[config.mk]
export PLATFORM = sky130hd
export DESIGN_NAME = horizontal_tf_sched
export DESIGN_NICKNAME = d
export VERILOG_FILES = /design/src/rtl/horizontal_tf_sched.sv
export SDC_FILE = /design/constraint.sdc
export NUM_CORES = 1
export LEC_CHECK = 0
export ABC_AREA = 1
export BUFFER_PORTS_ARGS = -buffer_cell sky130_fd_sc_hd__buf_2
export CELL_PAD_IN_SITES_DETAIL_PLACEMENT = 0
export CELL_PAD_IN_SITES_GLOBAL_PLACEMENT = 1
export CORE_MARGIN = 1
export CORE_UTILIZATION = 42
export DETAILED_ROUTE_END_ITERATION = 10
export PLACE_DENSITY = 0.84
export SETUP_SLACK_MARGIN = 0.2
export SKIP_CTS_REPAIR_TIMING = 1
export SYNTH_ARGS = -nofsm -noshare
export SYNTH_HDL_FRONTEND = slang
export SYNTH_SLANG_ARGS = --single-unit
[constraint.sdc]
create_clock -name clk -period 3.85 [get_ports clk]
set_input_delay 1.155 -clock clk [delete_from_list [all_inputs] [get_ports clk]]
set_output_delay 1.155 -clock clk [all_outputs]
set_load 0.01 [all_outputs]
[src/rtl/horizontal_tf_sched.sv]
// rtl/horizontal_tf_sched.sv - stage-0 sequencer for the horizontal twiddle-factor datapath
// Runs one pass of PASS_CYC advance cycles, drains MUL_LAT cycles, then pulses done.
module horizontal_tf_sched #(
  parameter int MUL_LAT  = 6,
  parameter int PASS_CYC = 64
) (
  input  logic       clk,
  input  logic       rst_n,
  input  logic       start,
  input  logic       CEN,
  input  logic [3:0] stage_counter,
  output logic       busy,
  output logic       done,
  output logic [1:0] cnt,
  output logic [3:0] group_cnt,
  output logic [1:0] tf_order_cnt,
  output logic       fb_sel,
  output logic       const_bypass,
  output logic       const_cap,
  output logic       horizontal_en,
  output logic       wr_valid
);

  localparam int IW = $clog2(PASS_CYC);

  typedef enum logic [1:0] {IDLE, RUN, DRAIN, DONE} state_t;

  state_t               state_q, state_d;
  logic [IW-1:0]        idx_q, idx_d;
  logic [3:0]           drain_q, drain_d;
  logic                 hen_q, hen_d;
  logic [MUL_LAT-1:0]   sr_q, sr_d;
  logic                 run, adv, abort, sr_in;

  always_comb begin
    run     = (state_q == RUN);
    adv     = run && !CEN;
    abort   = ((state_q == RUN) || (state_q == DRAIN)) && (stage_counter != 4'd0);
    state_d = state_q;
    idx_d   = idx_q;
    drain_d = drain_q;
    hen_d   = hen_q;
    sr_in   = run & hen_q & ~CEN;
    sr_d    = MUL_LAT'({sr_q, sr_in});

    case (state_q)
      IDLE: begin
        if (start && (stage_counter == 4'd0)) begin
          state_d = RUN;
          idx_d   = '0;
        end
      end
      RUN: begin
        if (adv) begin
          idx_d = idx_q + 1'b1;
          if (idx_q == IW'(2)) hen_d = 1'b1;
          // PASS_CYC need not be a power of two, so wrap explicitly
          if (idx_q == IW'(PASS_CYC - 1)) begin
            state_d = DRAIN;
            idx_d   = '0;
            drain_d = 4'd0;
          end
        end
      end
      DRAIN: begin
        if (drain_q == 4'(MUL_LAT - 1)) state_d = DONE;
        else                            drain_d = drain_q + 1'b1;
      end
      DONE: state_d = IDLE;
      default: state_d = IDLE;
    endcase

    if (state_d != RUN) hen_d = 1'b0;

    if (abort) begin
      state_d = IDLE;
      idx_d   = '0;
      drain_d = 4'd0;
      hen_d   = 1'b0;
      sr_d    = '0;
    end
  end

  always_ff @(posedge clk or posedge rst_n) begin
    if (rst_n) begin
      state_q <= IDLE;
      idx_q   <= '0;
      drain_q <= 4'd0;
      hen_q   <= 1'b0;
      sr_q    <= '0;
    end else begin
      state_q <= state_d;
      idx_q   <= idx_d;
      drain_q <= drain_d;
      hen_q   <= hen_d;
      sr_q    <= sr_d;
    end
  end

  assign cnt           = run ? idx_q[1:0] : 2'd0;
  assign group_cnt     = run ? idx_q[3:0] : 4'd0;
  assign tf_order_cnt  = run ? idx_q[3:2] : 2'd0;
  assign fb_sel        = (tf_order_cnt != 2'd0);
  assign const_bypass  = run && (group_cnt == 4'd0);
  assign const_cap     = adv && (group_cnt == 4'd0);
  assign busy          = (state_q == RUN) || (state_q == DRAIN);
  assign done          = (state_q == DONE);
  assign horizontal_en = hen_q;
  assign wr_valid      = sr_q[MUL_LAT-1];

endmodule

---- After elaboration in Yosys (flattened, before gate mapping) ----
Cells that the tools add are included.
storage, ports and cells
  bits in registers ....................... 19
  output and inout port bits .............. 15
  logic and storage cells ................. 66
cells by class
  $add $sub $neg .......................... 2
  equal/unequal tests ..................... 11
  multiplexer cells ....................... 25
  bitwise logic cells ..................... 3
  reduce and logical (&&, ||, !) cells .... 20
operators with widths
  kind                                                    number
  2-to-1 mux 6 bit                                        5
  2-to-1 mux 4 bit                                        5
  nonzero test 3 bit                                      5
  2-to-1 mux 2 bit                                        7
  one-hot mux 6 bit (2 select lines)                      1
  logical NOT 4 bit                                       2
  one-hot mux 2 bit (4 select lines)                      1
  one-hot mux 4 bit (2 select lines)                      1
  adder 6 x 1 -> 6 bit (second input constant)            1
  equality test 6 x 2 -> 1 bit (second input constant)    1
  equality test 6 bit (second input constant)             1
  inequality test 3 x 1 -> 1 bit (second input constant)  2
  inequality test 3 bit (second input constant)           2
  AND reduction 3 bit                                     2
  logical AND 1 bit                                       5
  2-to-1 mux 1 bit                                        5
  adder 4 x 1 -> 4 bit (second input constant)            1
  equality test 2 bit (second input constant)             2
  equality test 4 x 3 -> 1 bit (second input constant)    1
  AND reduction 4 bit                                     1
  nonzero test 4 bit                                      1
  AND 1 bit                                               2
  equality test 2 x 1 -> 1 bit (second input constant)    1
  logical NOT 2 bit                                       1
  other kinds (5)                                         5

---- Logic depth before layout (Yosys ltp) ----
Gate-level depths: netlist (run 1).
  depth in word-level cells ............... 7
  depth in mapped cells ................... 10
  mapped depth without buffers ............ 10

---- Least setup slack after synthesis (run 1) ----
Ideal clock, no wire load.
  path kind ............................... input -> output
  start ................................... in CEN
  end ..................................... out const_cap
  arrival time ............................ 1456 ps
  path slack .............................. 1239 ps
  cell stages on the path ................. 1
  path buffers ............................ 0
  path through ............................ nor3_1
between the ends
  longest elaborated chain between the ends .. 3
RTL lines
  element            line  RTL
  from (decl)        10    input logic CEN,
  logical NOT 1 bit  37    adv = run && !CEN;
  logical AND 1 bit  37
  logical AND 1 bit  105   assign const_cap = adv && (group_cnt == 4'd0);
  to (decl)          19    output logic const_cap,
No other way between the ends.

---- Worst setup path in the final report (run 1) ----
  start ................................... reg state_q[1]
  end ..................................... out const_cap
between the ends
  longest elaborated chain between the ends .. 4
RTL lines
  element                         line  RTL
  from (decl)                     28    state_t state_q, state_d;
  from (signal assigned)          92    state_q <= state_d;
  equality test 2 x 1 -> 1 bit *  36    run = (state_q == RUN);
  2-to-1 mux 4 bit                101   assign group_cnt = run ? idx_q[3:0] : 4'd0;
  logical NOT 4 bit               105
  logical AND 1 bit *             105
Every way passes the cells marked *; elsewhere a longest branch is shown, timed or not.

==> results of run 1 <==
critical path, cell delays in order, from the launching register on:
cell	delay (ns)
sky130_fd_sc_hd__dfrtp_1	0.46
sky130_fd_sc_hd__inv_1	0.12
sky130_fd_sc_hd__ha_1	0.51
sky130_fd_sc_hd__nand3b_1	0.18
sky130_fd_sc_hd__nor3_1	0.19
sky130_fd_sc_hd__buf_2	0.16
final timing paths:
check | start | to | slack, ns
max | state_q[1] | const_cap | 0.76
min | sr_q[1] | sr_q[2] | 0.48
max reg2reg | state_q[0] | idx_q[5] | 1.75
min reg2reg | sr_q[1] | sr_q[2] | 0.48
max in group asynchronous | rst_n | idx_q[3] | 2.43
min in group asynchronous | rst_n | sr_q[4] | 0.95
state kept, by name, indices dropped and copies added, names as in the netlist:
register / cells
drain_q: 4
horizontal_en: 1
idx_q: 6
sr_q: 6
state_q: 2
cell usage after synthesis, drive strengths merged:
cell type | number | area share
o21bai | 1 | 0.0058
buf | 8 | 0.045
a21oi | 3 | 0.012
nand3 | 16 | 0.070
nor4 | 1 | 0.0048
ha | 10 | 0.097
nor2 | 27 | 0.086
o21ai | 9 | 0.035
nor3 | 2 | 0.0077
nand4 | 5 | 0.024
nand3b | 2 | 0.012
or2 | 2 | 0.0097
nand2 | 45 | 0.14
inv | 29 | 0.086
dfrtp | 19 | 0.37
kinds of logic (layout without fill, tap and decap cells):
kind of cell,Yosys count,count (layout),share of synthesized area
flops,19,19,0.3675
fa+ha+maj,10,10,0.09671
simple gates,100,100,0.3520
buf+inv,37,55,0.1315
compound gates,13,13,0.05222
area by class of cell:
class | count | share of cell area
multi-input combinational | 123 | 0.4584
sequential | 19 | 0.3363
inverter | 29 | 0.07876
timing repair buffer | 22 | 0.07788
tap | 31 | 0.02743
clock buffer | 3 | 0.01593
clock inverter | 1 | 0.005310
report_power, final:
| part | internal (W) | leakage, nW | total (W) | switching, W |
|---|---|---|---|---|
| combinational | 0.000118 | 0.531 | 0.000392 | 0.000274 |
| sequential | 0.000221 | 0.263 | 0.000251 | 0.0000300 |
| clock | 0.0000396 | 0.0139 | 0.000112 | 0.0000720 |
| total | 0.000378 | 0.807 | 0.000754 | 0.000376 |
routing by layer:
metal | track usage | vias to the layer above
li1 | - | 590
met1 | 0.2818 | 499
met2 | 0.2575 | 31
met3 | 0.02721 | 2
met4 | 0.05575 | 0
met5 | 0 | -
stage by stage:
stage / setup slack (ns) / utilization / hold WS [ns]
after floorplan: 1.239 / - / 0.4481
final: 0.7603 / 0.4998 / 0.4764
after global routing: 0.5834 / 0.4998 / 0.4924
after global placement: 1.083 / 0.4892 / 0.4534
after CTS: 0.7466 / 0.4998 / 0.4730
after detailed placement: 1.051 / 0.4892 / 0.4581
==> reports/qor.log, run 1 <==
qor: clock_network.htreeDepth 1
qor: clock_network.clk_sinks 19
qor: timing.max_clock_freq 0.3237 GHz
qor: placed_design.placed_cells 224
qor: synth.post_synth.cell_area_avg 7.228 µm²
qor: cells_and_area.layout_filler_cell_count 290
qor: cells_and_area.leading_cell_types_in_the_layout_fill_and_taps_excluded sky130_fd_sc_hd__nand2_1 (43), sky130_fd_sc_hd__inv_1 (28), sky130_fd_sc_hd__nor2_1 (25)
qor: clock_network.cts_root_buf sky130_fd_sc_hd__clkbuf_4
qor: drt.met2_length 1.131 mm
qor: timing.tns 0 ns
qor: global_routing.grt_max_degree 20
qor: power_and_ir_drop.power.ir.vdd_worst 0.3979 mV
qor: status.failed_checks DRC
qor: timing.slew-limit-headroom 0.4998
qor: global_routing.grt_usage 0.1816
qor: drt.drt-pass1-iter-count 7
qor: critical_path.worst_ep_required_time 2.69 ns
qor: min_path.worst_hold_check_path_type reg2reg
qor: cells_and_area.final_layout_size_suffix_gt1_frac 0.1777
qor: placed_design.routabilityCongestion 0.7977
qor: placed_design.placement.cell_area 0.001384 mm²
qor: floorplanning.die_height 57.50 µm
qor: synth.synth.distinct_cells 24
qor: drt.met3_wirelength 97 µm
qor: synth.syn-cell-area 0.001294 mm²
qor: critical_path.worstRegToRegCells 9
qor: power_and_ir_drop.leakage 0.8071 nW
qor: critical_path.cp.arrival 1.93 ns
qor: placed_design.place.port_buffers 22
qor: floorplanning.core_area 0.002829 mm²
qor: timing.timing.final.crit_period 3.090 ns
qor: floorplanning.boundaryPins 23
qor: drt.via_count 1122
qor: drt.totalWireLength 2.607 mm
qor: floorplanning.effective_utilization_at_floorplan 0.4573
qor: power_and_ir_drop.power_per_cell_area 533.5 mW/mm²
qor: placed_design.post-dp-hpwl 1.928 mm
qor: timing.timing_worst_slew_pin_value 0.7495 ns
qor: floorplanning.rows 19
qor: synth.yosys_warnings 0
qor: clock_network.numCtsBuffers 3
qor: cells_and_area.cell_area_after_layout 0.001414 mm²
qor: critical_path.category_of_the_most_critical_setup_path reg2out
qor: clock_network.max-clock-path-buffers 2
qor: cells_and_area.layout.cells.most_common sky130_fd_sc_hd__nand2_1
qor: timing.final_hold_vio_count 0
qor: global_routing.grt_antenna_before_repair 0
qor: synth.netlist_instances 179
qor: power_and_ir_drop.totalPowerFinal 0.0007543 W
qor: drt.route.detailed.drc 1
qor: synth.synth_sequential_area_ratio 0.3675
qor: clock_network.clk_transition_reported_paths 0.13 ns
qor: global_routing.grt_first_pass_wirelength 4.692 mm
qor: clock_network.clock_latency_on_the_worst_skew_pair 0.31 ns
qor: global_routing.first_global_vias 1001
qor: cells_and_area.diodes_inserted 0
qor: drt.number_of_nets_with_antenna_violations_after_routing 0
qor: min_path.hold-path-cell-count 2
qor: cells_and_area.register_cell_area_after_layout 475.5 µm²
qor: timing.skew 0.003400 ns
qor: drt.detailed_route_wire_length_per_cell 11.43 µm
qor: critical_path.setup.worst_path.end_class primary output
qor: critical_path.critPathMaxFanout 15
qor: cells_and_area.area_delta_synth_final 9.285%
qor: flow_run.drv_cap 0
qor: drt.drt_iter0_drc 35
qor: status.run_status finished, violations left
qor: drt.routed_via_density 4.921
qor: floorplanning.design.die.area 0.003306 mm²
qor: cells_and_area.multiInputGateArea 648.1 µm²
qor: drt.routedLengthMet1 1.356 mm
qor: synth.synth.ff_latch_count 19
qor: cells_and_area.nets 216
qor: timing.grt_setup_unrepaired false
qor: cells_and_area.non_filler_instances 228
qor: timing.maxSlewViolCount 0
qor: synth.mappedNetlistNets 197
qor: timing.finalSetupViolCount 0
qor: timing.timing.final.crit_share 0.8025
qor: floorplanning.chip_width 57.50 µm
qor: drt.highest_metal_layer_with_signal_wires met4
qor: critical_path.startpoint_type flop
qor: clock_network.clock_tree_from_tritoncts done
qor: global_routing.grt-ovfl-total 0
No activity file was read; power rests on OpenSTA's default activity.
==> run 2: changes to the inputs <==
- CORE_UTILIZATION: 42 -> 39
- PLACE_DENSITY: 0.84 -> 0.79
- clock period: 3.85 -> 3.08 ns (I/O delays scaled with it)
==> reports/qor.log, run 2 (synthesis results as in run 1) <==
qor: cells_and_area.area_delta_synth_final 10.73% [was 9.285%]
qor: timing.timing_worst_slew_pin_value 0.7419 ns [was 0.7495 ns]
qor: clock_network.max-clock-path-buffers 2 [unchanged]
qor: power_and_ir_drop.power_frac_clock 0.151 [was 0.148]
qor: timing.timing.final.crit_share 0.8476
qor: min_path.worst_hold_check_path_type reg2reg [unchanged]
qor: global_routing.grt_usage 0.1841 [was 0.1816]
qor: global_routing.grt_util_met2 0.3242 [was 0.2575]
qor: drt.drt-pass1-iter-count 4 [was 7]
qor: critical_path.timing.critical_path.cells inv_1, ha_2, nand3b_1, nor3_1, buf_2 [was inv_1, ha_1, nand3b_1, nor3_1, buf_2]
qor: timing.finalSetupViolCount 0 [unchanged]
qor: drt.totalWireLength 2.740 mm [was 2.607 mm]
qor: clock_network.clk_sinks 19 [unchanged]
qor: floorplanning.design.die.area 0.003552 mm² [was 0.003306 mm²]
qor: global_routing.grt_first_pass_wirelength 4.836 mm [was 4.692 mm]
qor: global_routing.grt_antenna_before_repair 0 [unchanged]
qor: critical_path.critPathMaxFanout 15 [unchanged]
qor: clock_network.clk_transition_reported_paths 0.13 ns [about the same]
qor: timing.timing.final.crit_period 2.611 ns
qor: drt.drt_iter0_drc 67 [was 35]
qor: critical_path.regToRegStartpoint state_q[0] [unchanged]
qor: drt.number_of_nets_with_antenna_violations_after_routing 0 [unchanged]
qor: power_and_ir_drop.share_comb_of_total_power 0.518 [was 0.520]
qor: min_path.worstHoldEndpoint sr_q[5] [was sr_q[2]]
qor: critical_path.category_of_the_most_critical_setup_path reg2out [unchanged]
qor: floorplanning.rows 20 [was 19]
qor: global_routing.first_global_vias 1145 [was 1001]
qor: global_routing.global_route.peak_usage_layer met2 [was met1]
qor: floorplanning.boundaryPins 23 [unchanged]
qor: global_routing.grt-ovfl-total 0 [unchanged]
qor: critical_path.setup.worst_path.end_class primary output [unchanged]
qor: power_and_ir_drop.seq_power_share 0.331 [was 0.332]
qor: placed_design.routabilityCongestion 0.8229 [was 0.7977]
qor: power_and_ir_drop.leakage 0.8056 nW [was 0.8071 nW]
qor: power_and_ir_drop.power.ir.vdd_worst 0.3184 mV [was 0.3979 mV]
qor: timing.skew 0.005716 ns [was 0.003400 ns]
qor: min_path.hold_path.startpoint sr_q[4] [was sr_q[1]]
qor: critical_path.cp.arrival 1.69 ns [was 1.93 ns]
qor: cells_and_area.utilization 0.4617 [was 0.4998]
qor: power_and_ir_drop.power_per_cell_area 665.1 mW/mm² [was 533.5 mW/mm²]
qor: global_routing.grt_max_degree 20 [unchanged]
qor: power_and_ir_drop.switching_share 0.5011 [was 0.4989]
qor: floorplanning.core_area 0.003103 mm² [was 0.002829 mm²]
qor: drt.route.detailed.drc 0 [was 1]
qor: drt.via_count 1154 [was 1122]
qor: placed_design.post-dp-hpwl 2.038 mm [was 1.928 mm]
qor: cells_and_area.reg.largest.list idx_q: 6 flops, sr_q: 6 flops, drain_q: 4 flops [unchanged]
qor: clock_network.numCtsBuffers 3 [unchanged]
qor: clock_network.cts_root_buf sky130_fd_sc_hd__clkbuf_4 [unchanged]
qor: critical_path.r2r_end idx_q[5] [unchanged]
qor: min_path.hold-path-cell-count 2 [unchanged]
qor: drt.detailed_route_wire_length_per_cell 11.37 µm [was 11.43 µm]
qor: critical_path.critical_path.max_stage_delay 0.46 ns [was 0.51 ns]
qor: cells_and_area.nets 216 [unchanged]
qor: critical_path.worst_ep_required_time 2.16 ns [was 2.69 ns]
qor: timing.final_hold_vio_count 0 [unchanged]
qor: drt.routed_via_density 4.788 [was 4.921]
qor: cells_and_area.diodes_inserted 0 [unchanged]
qor: critical_path.worstRegToRegCells 9 [unchanged]
qor: status.run_status finished clean [was finished, violations left]
qor: cells_and_area.final_layout_size_suffix_gt1_frac 0.1827 [was 0.1777]
qor: floorplanning.chip_width 59.60 µm [was 57.50 µm]
qor: placed_design.place.port_buffers 22 [unchanged]
qor: critical_path.startpoint_type flop [unchanged]
qor: global_routing.use_met3 0.02183 [was 0.02721]
qor: floorplanning.effective_utilization_at_floorplan 0.4169 [was 0.4573]
qor: timing.grt_setup_unrepaired false [unchanged]
qor: flow_run.drv_cap 0 [unchanged]
qor: timing.tns 0 ns [unchanged]
qor: clock_network.htreeDepth 1 [unchanged]
qor: floorplanning.die_height 59.60 µm [was 57.50 µm]
qor: power_and_ir_drop.internal_power 0.0004754 W [was 0.0003780 W]
qor: clock_network.clock_latency_on_the_worst_skew_pair 0.32 ns [was 0.31 ns]
qor: critical_path.register_to_register_setup_slack 0.98 ns [was 1.75 ns]
qor: global_routing.gr-usage-met1 0.2128 [was 0.2818]
qor: cells_and_area.layout.cells.most_common sky130_fd_sc_hd__nand2_1 [unchanged]
qor: clock_network.clock_tree_from_tritoncts done [unchanged]
qor: power_and_ir_drop.p_switching 0.0004775 W [was 0.0003763 W]
qor: timing.max_clock_freq 0.3831 GHz
qor: timing.slew-limit-headroom 0.5048 [was 0.4998]
qor: critical_path.worst_path_max_delay_cell sky130_fd_sc_hd__dfrtp_1 [was sky130_fd_sc_hd__ha_1]
qor: timing.maxSlewViolCount 0 [unchanged]
qor: cells_and_area.leading_cell_types_in_the_layout_fill_and_taps_excluded sky130_fd_sc_hd__nand2_1 (43), sky130_fd_sc_hd__inv_1 (28), sky130_fd_sc_hd__nor2_1 (25) [unchanged]
-- run 2: cell counts in the layout (fill, tap and decap cells not counted) --
Identical to the previous run, type by type.
-- run 2: power groups by stage --
stage          Clock, W  Combinational (W)  Sequential, W
4_1_cts        0.000148           0.000504       0.000315
5_1_grt        0.000159           0.000561       0.000322
3_5_place_dp          0           0.000503       0.000320
3_3_place_gp          0           0.000492       0.000319
2_1_floorplan         0           0.000409       0.000309
6_report       0.000144           0.000494       0.000315
-- run 2: cell type report --
class / count / area, µm²
fillers: 333 / 1670
clock buffers: 3 / 22.52
flip-flops and latches: 19 / 475.5
repair buffers: 22 / 110.1
multi-input cells: 123 / 650.6
clock inverters: 1 / 7.507
inverters: 29 / 111.4
well taps: 44 / 55.05
-- run 2: layer usage --
metal | part of all wire | vias up
li1 | - | 586
met1 | 0.45 | 532
met2 | 0.50 | 29
met3 | 0.028 | 7
met4 | 0.025 | 0
met5 | 0 | -
-- run 2: critical path: cells and delay by family (launching register included) --
family / cells / cell delay (ns)
AND/OR/NAND/NOR: 2 / 0.27
adder cells (fa/ha/maj): 1 / 0.36
buffers and inverters: 2 / 0.28
flip-flops: 1 / 0.46
-- run 2: through the flow --
step                worst slack, ns  instance area, µm²  total power (W)  hold WS (ns)  cells
CTS                          0.3086                1430        0.0009670        0.4825    241
floorplan                    0.7586                1294        0.0007175        0.4481    179
detailed placement           0.6820                1400        0.0008230        0.4630    237
global route                 0.3096                1433         0.001041        0.4923    241
global placement             0.7414                1400        0.0008107        0.4536    237
finish                       0.4694                1433        0.0009529        0.4792    241
-- run 2: how the worst max path moves through the flow --
| stage | startpoint | to | slack (ns) |
|---|---|---|---|
| detailed placement | state_q[1] | const_cap | 0.68 |
| global route | state_q[1] | const_bypass | 0.31 |
| CTS | state_q[1] | const_cap | 0.31 |
| finish | state_q[1] | const_cap | 0.47 |
| global placement | state_q[1] | const_cap | 0.74 |
| floorplan | state_q[1] | const_cap | 0.76 |
